## src/rtl/destin_pkg.sv

```systemverilog
// Shared definitions for the distance / minimum-comparator datapath.
//   DIST_W  : width of an accumulated L1 distance
//   NUM_CEN : number of centroids handled in parallel
//   state_t : two-state control FSM (ACC accumulates, HOLD presents a result)
//   sat16   : saturating DIST_W-bit add, also usable by the comparator tree
package destin_pkg;

  localparam int DIST_W  = 16;
  localparam int NUM_CEN = 8;

  typedef enum logic {
    ACC  = 1'b0,
    HOLD = 1'b1
  } state_t;

  // Adds in DIST_W+1 bits and clamps anything past full scale to all ones.
  function automatic logic [DIST_W-1:0] sat16(input logic [DIST_W-1:0] a,
                                              input logic [DIST_W-1:0] b);
    logic [DIST_W:0] s;
    s = {1'b0, a} + {1'b0, b};
    return s[DIST_W] ? {DIST_W{1'b1}} : s[DIST_W-1:0];
  endfunction

endpackage

```

## src/rtl/abs_diff_acc_16bit.sv

```systemverilog
// One centroid lane: |x - mu| accumulated with saturation.
//   clk, rst_n : clock, synchronous active-low reset
//   en         : an element is accepted this cycle; update the accumulator
//   first      : this element starts a new vector (ignore the old total)
//   x, mu      : sample element and centroid element (unsigned DATA_W)
//   acc        : running total including the element presented now; this is
//                exactly the value the accumulator register loads when en=1,
//                so the parent can capture a finished vector on its last accept
module abs_diff_acc_16bit
  import destin_pkg::*;
#(
  parameter int DATA_W = 8
) (
  input  logic              clk,
  input  logic              rst_n,
  input  logic              en,
  input  logic              first,
  input  logic [DATA_W-1:0] x,
  input  logic [DATA_W-1:0] mu,
  output logic [DIST_W-1:0] acc
);

  logic [DIST_W-1:0] acc_reg;
  logic [DATA_W-1:0] diff;
  logic [DIST_W-1:0] base;

  assign diff = (x >= mu) ? (x - mu) : (mu - x);
  // Starting from zero on the first element removes the need for a clear cycle.
  assign base = first ? '0 : acc_reg;
  assign acc  = sat16(base, DIST_W'(diff));

  always_ff @(posedge clk) begin
    if (!rst_n) begin
      acc_reg <= '0;
    end else if (en) begin
      acc_reg <= acc;
    end
  end

endmodule

```

## src/rtl/distance_calc_8cen_16bit.sv

```systemverilog
// L1 distance from a streamed sample vector to 8 centroids.
//   clk, rst_n           : clock, synchronous active-low reset
//   in_valid / in_ready  : element handshake; in_ready is a pure state decode
//   x                    : current sample element
//   mu_000..mu_111       : element elem_idx of centroids 0..7
//   elem_idx             : index of the element expected next (centroid RAM address)
//   dist_000..dist_111   : finished distances, held until the next vector completes
//   out_valid / out_ready: result handshake
module distance_calc_8cen_16bit
  import destin_pkg::*;
#(
  parameter int VEC_LEN = 16,
  parameter int DATA_W  = 8,
  parameter int IDX_W   = $clog2(VEC_LEN)
) (
  input  logic              clk,
  input  logic              rst_n,
  input  logic              in_valid,
  output logic              in_ready,
  input  logic [DATA_W-1:0] x,
  input  logic [DATA_W-1:0] mu_000,
  input  logic [DATA_W-1:0] mu_001,
  input  logic [DATA_W-1:0] mu_010,
  input  logic [DATA_W-1:0] mu_011,
  input  logic [DATA_W-1:0] mu_100,
  input  logic [DATA_W-1:0] mu_101,
  input  logic [DATA_W-1:0] mu_110,
  input  logic [DATA_W-1:0] mu_111,
  output logic [IDX_W-1:0]  elem_idx,
  output logic [DIST_W-1:0] dist_000,
  output logic [DIST_W-1:0] dist_001,
  output logic [DIST_W-1:0] dist_010,
  output logic [DIST_W-1:0] dist_011,
  output logic [DIST_W-1:0] dist_100,
  output logic [DIST_W-1:0] dist_101,
  output logic [DIST_W-1:0] dist_110,
  output logic [DIST_W-1:0] dist_111,
  output logic              out_valid,
  input  logic              out_ready
);

  state_t            state_reg, state_next;
  logic [IDX_W-1:0]  elem_idx_reg, elem_idx_next;
  logic              out_valid_reg, out_valid_next;
  logic              accept;
  logic              last_elem;
  logic              first_elem;

  logic [DATA_W-1:0] mu_arr   [NUM_CEN];
  logic [DIST_W-1:0] sum_arr  [NUM_CEN];
  logic [DIST_W-1:0] dist_reg [NUM_CEN];

  assign mu_arr[0] = mu_000;
  assign mu_arr[1] = mu_001;
  assign mu_arr[2] = mu_010;
  assign mu_arr[3] = mu_011;
  assign mu_arr[4] = mu_100;
  assign mu_arr[5] = mu_101;
  assign mu_arr[6] = mu_110;
  assign mu_arr[7] = mu_111;

  assign in_ready   = (state_reg == ACC);
  assign accept     = in_valid & in_ready;
  assign last_elem  = (elem_idx_reg == IDX_W'(VEC_LEN - 1));
  assign first_elem = (elem_idx_reg == '0);

  generate
    for (genvar gi = 0; gi < NUM_CEN; gi++) begin : g_lane
      abs_diff_acc_16bit #(
        .DATA_W(DATA_W)
      ) u_lane (
        .clk  (clk),
        .rst_n(rst_n),
        .en   (accept),
        .first(first_elem),
        .x    (x),
        .mu   (mu_arr[gi]),
        .acc  (sum_arr[gi])
      );
    end
  endgenerate

  always_comb begin
    state_next     = state_reg;
    elem_idx_next  = elem_idx_reg;
    out_valid_next = out_valid_reg;
    case (state_reg)
      ACC: begin
        if (accept) begin
          if (last_elem) begin
            elem_idx_next  = '0;
            state_next     = HOLD;
            out_valid_next = 1'b1;
          end else begin
            elem_idx_next = elem_idx_reg + IDX_W'(1);
          end
        end
      end
      HOLD: begin
        if (out_ready) begin
          state_next     = ACC;
          out_valid_next = 1'b0;
        end
      end
      default: state_next = ACC;
    endcase
  end

  always_ff @(posedge clk) begin
    if (!rst_n) begin
      state_reg     <= ACC;
      elem_idx_reg  <= '0;
      out_valid_reg <= 1'b0;
    end else begin
      state_reg     <= state_next;
      elem_idx_reg  <= elem_idx_next;
      out_valid_reg <= out_valid_next;
    end
  end

  // Results are only replaced when a vector completes, so they stay readable
  // while the next vector accumulates.
  always_ff @(posedge clk) begin
    if (!rst_n) begin
      for (int k = 0; k < NUM_CEN; k++) dist_reg[k] <= '0;
    end else if (accept && last_elem) begin
      for (int k = 0; k < NUM_CEN; k++) dist_reg[k] <= sum_arr[k];
    end
  end

  assign elem_idx  = elem_idx_reg;
  assign out_valid = out_valid_reg;
  assign dist_000  = dist_reg[0];
  assign dist_001  = dist_reg[1];
  assign dist_010  = dist_reg[2];
  assign dist_011  = dist_reg[3];
  assign dist_100  = dist_reg[4];
  assign dist_101  = dist_reg[5];
  assign dist_110  = dist_reg[6];
  assign dist_111  = dist_reg[7];

endmodule

```

## config.mk

```make
export PLATFORM = sky130hd
export DESIGN_NAME = distance_calc_8cen_16bit
export DESIGN_NICKNAME = d
export VERILOG_FILES = /design/src/rtl/destin_pkg.sv /design/src/rtl/abs_diff_acc_16bit.sv /design/src/rtl/distance_calc_8cen_16bit.sv
export SDC_FILE = /design/constraint.sdc
export NUM_CORES = 1
export LEC_CHECK = 0
export BUFFER_PORTS_ARGS = -buffer_cell sky130_fd_sc_hd__buf_2
export CELL_PAD_IN_SITES_DETAIL_PLACEMENT = 1
export CELL_PAD_IN_SITES_GLOBAL_PLACEMENT = 1
export CORE_UTILIZATION = 50
export CTS_CLUSTER_SIZE = 28
export DETAILED_ROUTE_END_ITERATION = 8
export PLACE_DENSITY_LB_ADDON = 0.1
export SLEW_MARGIN = 20
export SYNTH_ARGS = -nofsm -noshare
export SYNTH_HDL_FRONTEND = slang
export SYNTH_HIERARCHICAL = 1
export SYNTH_SLANG_ARGS = --single-unit
```

## constraint.sdc

```tcl
create_clock -name clk -period 40.8 [get_ports clk]
set_input_delay 10.2 -clock clk [delete_from_list [all_inputs] [get_ports clk]]
set_output_delay 10.2 -clock clk [all_outputs]
set_load 0.1 [all_outputs]
```

Word level (Yosys, flattened, before mapping)
Memory sizes are Yosys's and may differ from the RTL's. Cells that the tools add are included.

Register bits after elaboration: 134. Input bits: 76. Word-level logic and storage cells: 108. Bits in writable memories: 128. Memories kept: 1. Output and inout bits: 134.

Reduce and logical (&&, ||, !) cells: 4. Multiplexer cells: 45. Equality and inequality tests: 4. $lt $le $gt $ge: 8. Add/subtract/negate cells: 25. Bitwise logic cells: 10.

Memories: dist_reg (depth 8, bits a word 16, read ports 8, clocked after Yosys merged registers in 0, write ports 8, line distance_calc_8cen_16bit.sv:51) `logic [DIST_W-1:0] dist_reg [NUM_CEN];`.

Operators with widths (number): $mux W16 (24); $add A16 B8 Y17 (8); $sub A8 B8 Y8 (16); $ge A8 B8 Y1 (8); $mux W8 (8); $mux W1 (10); $or A1 B1 Y1 (8); $add A4 B1 Y4 const B (1); $eq A4 B4 Y1 const B (1); $logic_not A4 Y1 (1); $mux W4 (1); $ne A2 B1 Y1 const B (2); $pmux W1 S2 (2); $reduce_and A3 Y1 (1); $ne A2 B2 Y1 const B (1); $reduce_and A2 Y1 (1); $and A1 B1 Y1 (1); $logic_and A1 B1 Y1 (1); $not A1 Y1 (1).

Longest topological paths before layout
Gate-level depths: netlist (run 1).

Word-level depth: 7. Depth in mapped cells: 19. Depth with buffers taken out: 18.

Modules after synthesis
The synthesis (run 1) kept the hierarchy.

Modules (own cells, without submodules): abs_diff_acc_16bit at g_lane[0].u_lane ... (cells each 262, seq. area each 320.3 um^2, area an instance 1983.2 um^2, times used 6); distance_calc_8cen_16bit (cells each 303, seq. area each 3963.8 um^2, area an instance 5119.9 um^2, times used 1); abs_diff_acc_16bit at g_lane[7].u_lane (cells each 287, seq. area each 320.3 um^2, area an instance 2135.8 um^2, times used 1); abs_diff_acc_16bit at g_lane[6].u_lane (cells each 274, seq. area each 320.3 um^2, area an instance 2130.8 um^2, times used 1).

Worst setup path after synthesis (run 1)
OpenSTA, ideal clock, no wires.

Path type: input port to flip-flop. From: in in_valid. To: mem dist_reg[0][0], enable pin. Setup time: 0.796 ns. Arrival time: 19.323 ns. Buffers on the path: 0. Stages on the path: 2. Required time: 40.004 ns. Path slack: 20.681 ns. Cell sequence: nand3b_4 -> o21ai_0.

RTL lines: start, declared (line distance_calc_8cen_16bit.sv:18) `input logic in_valid,`; end, declared (line distance_calc_8cen_16bit.sv:51).

==> results of run 1 <==
synth_stat cells, types with 47 or more instances:
master,count,share of area
a21oi_1,182,0.043
mux2i_1,52,0.024
nand3_1,47,0.011
and2_2,66,0.023
a21o_1,55,0.019
nor3_1,50,0.012
inv_1,244,0.043
clkbuf_1,61,0.011
ha_1,186,0.11
nand2_1,164,0.029
and2_1,87,0.026
a211oi_1,58,0.020
dfxtp_1,134,0.13
nor2_1,141,0.025
edfxtp_1,128,0.18
xnor2_1,92,0.038
o21ai_0,83,0.020
nor2b_1,114,0.034
critical path, delay by kind of cell:
kind / cells / cell delay [ns]
adder cells (fa/ha/maj): 2 / 0.77
buffers and inverters: 2 / 0.75
AO/OA/AOI/OAI: 10 / 2.45
AND/OR/NAND/NOR: 2 / 0.53
final cells by class:
class	instances	share of cell area
Multi-Input combinational cell	1830	0.565
Sequential cell	262	0.276
Timing Repair Buffer	218	0.0477
Inverter	252	0.0400
Clock buffer	49	0.0390
Tap cell	539	0.0285
Clock inverter	7	0.00270
Antenna cell	6	0.000635
per-stage QoR:
stage,instances,setup slack [ns],util,instance area [sq um]
after floorplan,2436,20.68,-,21300
after global placement,3101,25.95,0.540,22700
after detailed placement,3101,25.76,0.540,22700
after CTS,3157,26.38,0.564,23600
after global routing,3160,25.92,0.564,23600
final,3163,26.38,0.564,23700
cells by family (layout without fill, tap and decap cells):
logic type	count (synthesis)	in the layout	share of synthesized area
fa+ha+maj	210	210	0.132
flops	262	262	0.307
buf+inv	344	526	0.0658
simple gates	798	798	0.203
other cells	0	6	0
compound gates	618	618	0.203
xor+xnor	133	133	0.0547
mux	71	71	0.0356
routing by layer:
layer | global-route usage | share of wire | up-vias
met2 | 0.483 | 0.48 | 310
met1 | 0.358 | 0.45 | 9021
met5 | 0 | 0.0020 | -
li1 | - | - | 8908
met4 | 0.0779 | 0.021 | 18
met3 | 0.0377 | 0.043 | 104
power by group:
part           internal [mW]  switching [mW]
clock                  0.160           0.111
sequential             0.294         0.00761
combinational          0.116           0.235
total                  0.569           0.353
placed cells by master, fill, tap and decap left out, drive strengths merged, types with 12 or more instances in the layout:
master	n
inv	245
buf	218
a21oi	192
ha	186
nand2	164
and2	154
nor2	141
dfxtp	134
edfxtp	128
nor2b	114
xnor2	92
o21ai	85
a211oi	64
a21o	55
mux2i	52
nor3	52
clkbuf	49
nand3	48
a31oi	44
xor2	41
a311oi	30
nand4	29
o21bai	25
fa	24
and3	23
mux2	19
o21a	18
nand2b	17
a21boi	16
nor4	15
o211ai	15
o221ai	12
clkinv	12
final timing paths:
check	to	cells after the start	startpoint
min	out_valid	1	out_valid
min reg2reg	out_valid	1	out_valid
max	dist_reg[1][59]	16	x[1]
max reg2reg	dist_reg[0][25]	14	elem_idx[0]
==> flow_summary.ini, run 1 <==
[power]
power.density_mw_per_mm2 = 39.0
leakagePower_nw = 10.6
max-vdd-ir-drop_uv = 35.8
finalPower_mw = 0.923

[placement]
dpl.hpwl_mm = 44.6
place.gp.congestion = 0.903
port-buffer-count = 209

[drt]
remaining_drc_errors = 0
wl_mm = 60.9
drt-wirelength-per-cell_microns = 19.3
num_vias = 18361
drtIter0Drc = 918
ant_nets = 0
first_pass_iters = 5
vias_per_cell = 5.80

[worst_setup_path]
worstPathCellList = buf_2, inv_1, ha_1, a41o_1, a21o_1, o21a_4, a211o_1, a2111oi_2, o311ai_1, ha_1, a21o_1, a21oi_2, o211ai_2, and2_1, a211o_1, and2_1
cp.arrival_ns = 14.75
r2r_slack_ns = 36.11
worst_path_largest_cell_delay_ns = 0.56
critPathCaptureType = register
cp_slowest_cell = buf_2
cp.required_ns = 41.13
worstSetupStartpointType = primary input
worst-setup-path-type = primary input to register
crit_fanout = 24

[sta]
drv_slew = 0
whs_ns = 0.480
hold_violations = 0
tns_ns = 0
post-route-period-util = 0.353
max_slew.worst_pin.slew_ns = 1.08
fin_crit_ns = 14.42
setup_viol = 0
fmax_ghz = 0.0693
rsz0062_at_grt = no
fin_worst_skew_ns = 0.0157
slew_headroom = 0.280

[clock_network]
cts_tree = yes
cts_setup_buffers = 0
numCtsBuffers = 30
cts_root_buf = clkbuf_16
h-tree-depth = 1
path_clk_slew_ns = 0.06
cts.sinks = 262
clock_latency_ns = 0.58
postCtsHoldBufs = 0
cts_max_path_buffers = 3
cts_resized = 0

[global_routing]
grt_pass1_vias = 19288
overflow = 0
grt_first_pass_wirelength_mm = 99.1
grt.total_usage = 0.278
grt_max_degree = 117
antenna_found_initial = 16

[cells_and_area]
multi_input_area_sq_mm = 0.0134
syn_to_final_growth_pct = 11.1
seqCellArea_sq_mm = 0.00653
fin_nets = 2880
fillCellCount = 5023
drive_gt1_frac = 0.158

[job]
maxCapViolations = 0

[logic_synthesis]
syn-num-nets = 2722
seq_area_frac_synth = 0.307
yosysWarnings = 6
ys_async_sr_fraction = 0
netlist_instances = 2436
post_synth.cell_area_avg_sq_um = 8.74
synth_edf_count = 128
synth_area_sq_mm = 0.0213
ys_seq_elements = 262
synth.distinct_cells = 90
dominantRegCellSynth = dfxtp_1

[die]
rows = 75
floorplan.die_area_sq_mm = 0.0434
io_pins = 210
coreArea_sq_mm = 0.0419
fp.dieH_microns = 208
die_x_microns = 208
initial_core_util = 0.507

[hold_path]
hold_class = register to register

[outcome]
status = finished clean
Power figures use the tool's default switching activity.
==> inputs of run 2 (changes only) <==
Settings changed: CORE_UTILIZATION 50 to 42.
Clock period 40.8 ns to 12.7 ns, I/O delays scaled along.
==> run 2 against run 1 <==
Against the previous run:
- power increased to 3.3 times the previous value
- first-iteration DRC count unchanged
- non-clock buffer count increased by 3
- clock-buffer cell count decreased by 3
- final cell count increased by 4.6%
- flip-flop and latch count unchanged
- wire length increased by 1.2%
- worst hold slack got worse by 0.0099 ns
- via count decreased by 1.2%
- register-to-register slack got worse by 28 ns
- critical path type unchanged
- critical endpoint is now dist_reg[0][25]
- largest cell class unchanged
==> flow_summary.ini, run 2 (same netlist as run 1, synthesis figures left out) <==
[clock_network]
cts.sinks = 262
numCtsBuffers = 34
h-tree-depth = 2
cts_max_path_buffers = 3
path_clk_slew_ns = 0.06
cts_root_buf = clkbuf_16
cts_resized = 0
clock_latency_ns = 0.54
cts_setup_buffers = 0
postCtsHoldBufs = 0
cts_tree = yes

[drt]
ant_nets = 0
drtIter0Drc = 918
wl_mm = 61.7
vias_per_cell = 5.49
first_pass_iters = 5
remaining_drc_errors = 0
drt-wirelength-per-cell_microns = 18.6
num_vias = 18144

[job]
maxCapViolations = 0

[hold_path]
hold_class = register to register
whs_endpoint = g_lane[7].u_lane/acc_reg[3]
worstHoldStart = g_lane[7].u_lane/acc_reg[3]
min_delay_path_depth = 2

[die]
die_x_microns = 227
fp.dieH_microns = 227
io_pins = 210
coreArea_sq_mm = 0.0501
floorplan.die_area_sq_mm = 0.0516
initial_core_util = 0.425
rows = 82

[placement]
pre_cts_ws_ns = 4.69
post-place-cells = 3237
dpl_cell_area_sq_mm = 0.0228
dpl.hpwl_mm = 45.2
port-buffer-count = 209
place.gp.congestion = 0.886

[cells_and_area]
layout_commonest_cell = inv_1
fin_nets = 2887
finalNonFillerCells = 3307
drive_gt1_frac = 0.160
mostFrequentLayoutCells = inv_1 (244), buf_2 (208), ha_1 (186), a21oi_1 (182), nand2_1 (164)
syn_to_final_growth_pct = 12.4
fin_util = 0.478
fillCellCount = 5948
fin_area_sq_mm = 0.0239

[worst_setup_path]
path_buf_inv = 2
worst-setup-path-type = primary input to register
cpMostUsedCell = ha_1
worst_path_largest_cell_delay_ns = 0.59
critPathCaptureType = register
worstSetupStartpointType = primary input
crit_fanout = 24
r2r_start = elem_idx[0]
cp.arrival_ns = 7.92
cp_slowest_cell = buf_2
r2r_slack_ns = 8.28
reg2reg_depth = 15
r2r_end = dist_reg[0][48]
crit_family = compound AO/OA/AOI/OAI gates
cp.required_ns = 13.00
worstPathCellList = buf_2, inv_1, ha_1, nand4_1, a31oi_2, a211oi_4, mux2_4, o221ai_1, xor2_1, ha_1, a21oi_1, nor2b_1, nor2_1, a21boi_0, xnor2_1, o21ai_0, and2_2
cp-startpoint = x[1]

[sta]
rsz0062_at_grt = no
tns_ns = 0
whs_ns = 0.470
fin_worst_skew_ns = 0.0140
post-route-period-util = 0.600
setup_viol = 0
fin_crit_ns = 7.62
fmax_ghz = 0.131
drv_slew = 0
hold_violations = 0
slew_headroom = 0.338
max_slew.worst_pin.slew_ns = 0.994
finalWorstSetupSlack_ns = 5.08

[global_routing]
grt.total_usage = 0.238
grt_max_degree = 87
antenna_found_initial = 18
grt_pass1_vias = 18912
overflow = 0
grt_first_pass_wirelength_mm = 98.5

[outcome]
status = finished clean

[power]
finalPower_mw = 3.03
power.density_mw_per_mm2 = 127
leakagePower_nw = 10.7
max-vdd-ir-drop_uv = 78.1
==> run 2: worst max-delay path by stage <==
stage / cells past startpoint / endpoint / slack [ns]
3_5_place_dp: 17 / dist_reg[0][25] / 4.69
5_1_grt: 17 / dist_reg[0][25] / 4.88
2_1_floorplan: 2 / dist_reg[0][0] / 3.09
6_report: 17 / dist_reg[0][25] / 5.08
4_1_cts: 17 / dist_reg[0][25] / 5.23
3_3_place_gp: 16 / dist_reg[1][51] / 4.87
==> run 2: where the power goes <==
| part | switching (mW) | internal [mW] |
|---|---|---|
| logic | 0.748 | 0.371 |
| clock network | 0.379 | 0.559 |
| registers | 0.0235 | 0.945 |
==> run 2: cell type report <==
| type | count | area (sq um) | share of cell area |
|---|---|---|---|
| clock buffer | 46 | 937 | 0.0392 |
| inverter | 252 | 946 | 0.0395 |
| timing repair buffer | 221 | 1140 | 0.0476 |
| multi-input combinational | 1830 | 13400 | 0.559 |
| sequential | 262 | 6530 | 0.273 |
| antenna | 9 | 22.5 | 0.000942 |
| tap | 672 | 841 | 0.0352 |
| clock inverter | 15 | 131 | 0.00549 |
==> run 2: metal layers <==
layer,wire (microns),GRT usage,vias to the layer above
met5,107,0,-
met4,1630,0.0797,16
met3,2580,0.0444,106
met2,29100,0.403,296
met1,28200,0.303,8799
li1,-,-,8927
==> run 2: tightest hold or removal path, cell delays in order, from the launching register on <==
cell	delay, ns
dfxtp_1	0.31
nand2_1	0.06
a21oi_1	0.06
==> inputs of run 3 (changes only) <==
Clock period 12.7 ns to 6.7 ns, I/O delays scaled along.
==> run 3 against run 2 <==
Against the previous run:
- power is 92% higher
- sequential power is 90% higher
- cell area grew 0.33%
- wire length is 0.73% lower
- clock skew shrank 0.0020 ns
- clock-buffer cell count grew 7
- flip-flop and latch count did not move
- sequential share of layout area is 0.090 points lower
- final cell count about the same
==> flow_summary.ini, run 3 (same netlist as run 1, synthesis figures left out) <==
[global_routing]
grt.total_usage = 0.237
antenna_found_initial = 17
grt_max_degree = 130
grt_first_pass_wirelength_mm = 98.5
grt_pass1_vias = 18804
overflow = 0

[worst_setup_path]
worstSetupStartpointType = primary input
cp.required_ns = 6.99
worst-setup-path-type = primary input to register
cp.arrival_ns = 6.15
critPathCaptureType = register
crit_fanout = 20

[clock_network]
cts_setup_buffers = 0
h-tree-depth = 2
numCtsBuffers = 35
clock_latency_ns = 0.54
cts_tree = yes
path_clk_slew_ns = 0.06
postCtsHoldBufs = 0
cts_resized = 0
cts_root_buf = clkbuf_16
cts_max_path_buffers = 3
cts.sinks = 262

[drt]
remaining_drc_errors = 0
vias_per_cell = 5.49
wl_mm = 61.2
ant_nets = 0
drtIter0Drc = 775
drt-wirelength-per-cell_microns = 18.5
first_pass_iters = 4
num_vias = 18130

[sta]
slew_headroom = 0.356
finalWorstSetupSlack_ns = 0.840
max_slew.worst_pin.slew_ns = 0.966
post-route-period-util = 0.875
whs_ns = 0.472
setup_viol = 0
fin_crit_ns = 5.86
fin_worst_skew_ns = 0.0121
rsz0062_at_grt = no
fmax_ghz = 0.171
tns_ns = 0
hold_violations = 0
drv_slew = 0

[die]
floorplan.die_area_sq_mm = 0.0516
fp.dieH_microns = 227
io_pins = 210
coreArea_sq_mm = 0.0501
initial_core_util = 0.425
die_x_microns = 227
rows = 82

[hold_path]
hold_class = register to register

[placement]
pre_cts_ws_ns = 0.258
port-buffer-count = 209
dpl_cell_area_sq_mm = 0.0229
place.gp.congestion = 0.854
dpl.hpwl_mm = 45.2

[outcome]
status = finished clean

[cells_and_area]
syn_to_final_growth_pct = 12.7
layout_commonest_cell = inv_1
mostFrequentLayoutCells = inv_1 (244), buf_2 (208), ha_1 (186), a21oi_1 (182), nand2_1 (164)
drive_gt1_frac = 0.161
fillCellCount = 5976
fin_area_sq_mm = 0.0240
fin_nets = 2889

[power]
finalPower_mw = 5.81
leakagePower_nw = 10.7
power.density_mw_per_mm2 = 242
max-vdd-ir-drop_uv = 202

[job]
maxCapViolations = 0
[run 3: cell types whose count changed in the layout (fill, tap and decap cells not counted)]
cell,previous run,this run
buf_12,0,4
inv_6,2,0
clkbuf_8,2,1
clkbuf_1,9,15
diode_2,9,4
buf_4,13,10
clkinvlp_4,2,1
clkbuf_16,35,37
clkinv_2,4,6
clkinv_1,12,7
clkinv_4,0,1
[run 3: worst max-delay path, cell delays in order]
cell and delay, ns:
buf_2 0.48, inv_1 0.18, ha_1 0.37, nand4_1 0.13
a31oi_2 0.13, a211oi_4 0.57, mux2_2 0.44, fa_1 0.47
a21oi_1 0.23, o21ai_0 0.18, a21oi_1 0.50, nor2_1 0.29
nor2_1 0.20, inv_1 0.10, and2_2 0.17
[run 3: final timing paths]
kind	end	from	cells after the start	slack [ns]
worst min-delay path	g_lane[7].u_lane/acc_reg[3]	g_lane[7].u_lane/acc_reg[3]	2	0.47
worst max-delay path	dist_reg[0][48]	x[1]	15	0.84
worst min register to register	g_lane[7].u_lane/acc_reg[3]	g_lane[7].u_lane/acc_reg[3]	2	0.47
worst max register to register	dist_reg[0][48]	elem_idx[0]	14	2.58
[run 3: area by class of cell]
class                           count  area (sq um)  area share
Multi-Input combinational cell   1830         13400       0.557
Sequential cell                   262          6530       0.272
Timing Repair Buffer              222          1200      0.0498
Clock buffer                       53           996      0.0415
Inverter                          252           946      0.0394
Tap cell                          672           841      0.0350
Clock inverter                     10           106     0.00443
Antenna cell                        4          10.0    0.000417
[run 3: power by group]
group          switching [mW]  internal (mW)
registers              0.0449           1.79
logic                    1.43          0.714
clock network           0.730           1.10
total                    2.20           3.61
[run 3: routing by layer]
| metal | vias to the layer above | track usage | part of all wire | wire length [microns] |
|---|---|---|---|---|
| li1 | 8924 | - | - | - |
| met1 | 8832 | 0.306 | 0.46 | 28200 |
| met2 | 249 | 0.406 | 0.48 | 29300 |
| met3 | 103 | 0.0432 | 0.038 | 2330 |
| met4 | 22 | 0.0574 | 0.020 | 1220 |
| met5 | - | 0 | 0.0021 | 131 |
[run 3: per-stage QoR]
stage,util,cells
after global routing,0.479,3302
after global placement,0.457,3238
after floorplan,-,2436
after CTS,0.479,3301
after detailed placement,0.457,3238
final,0.479,3305
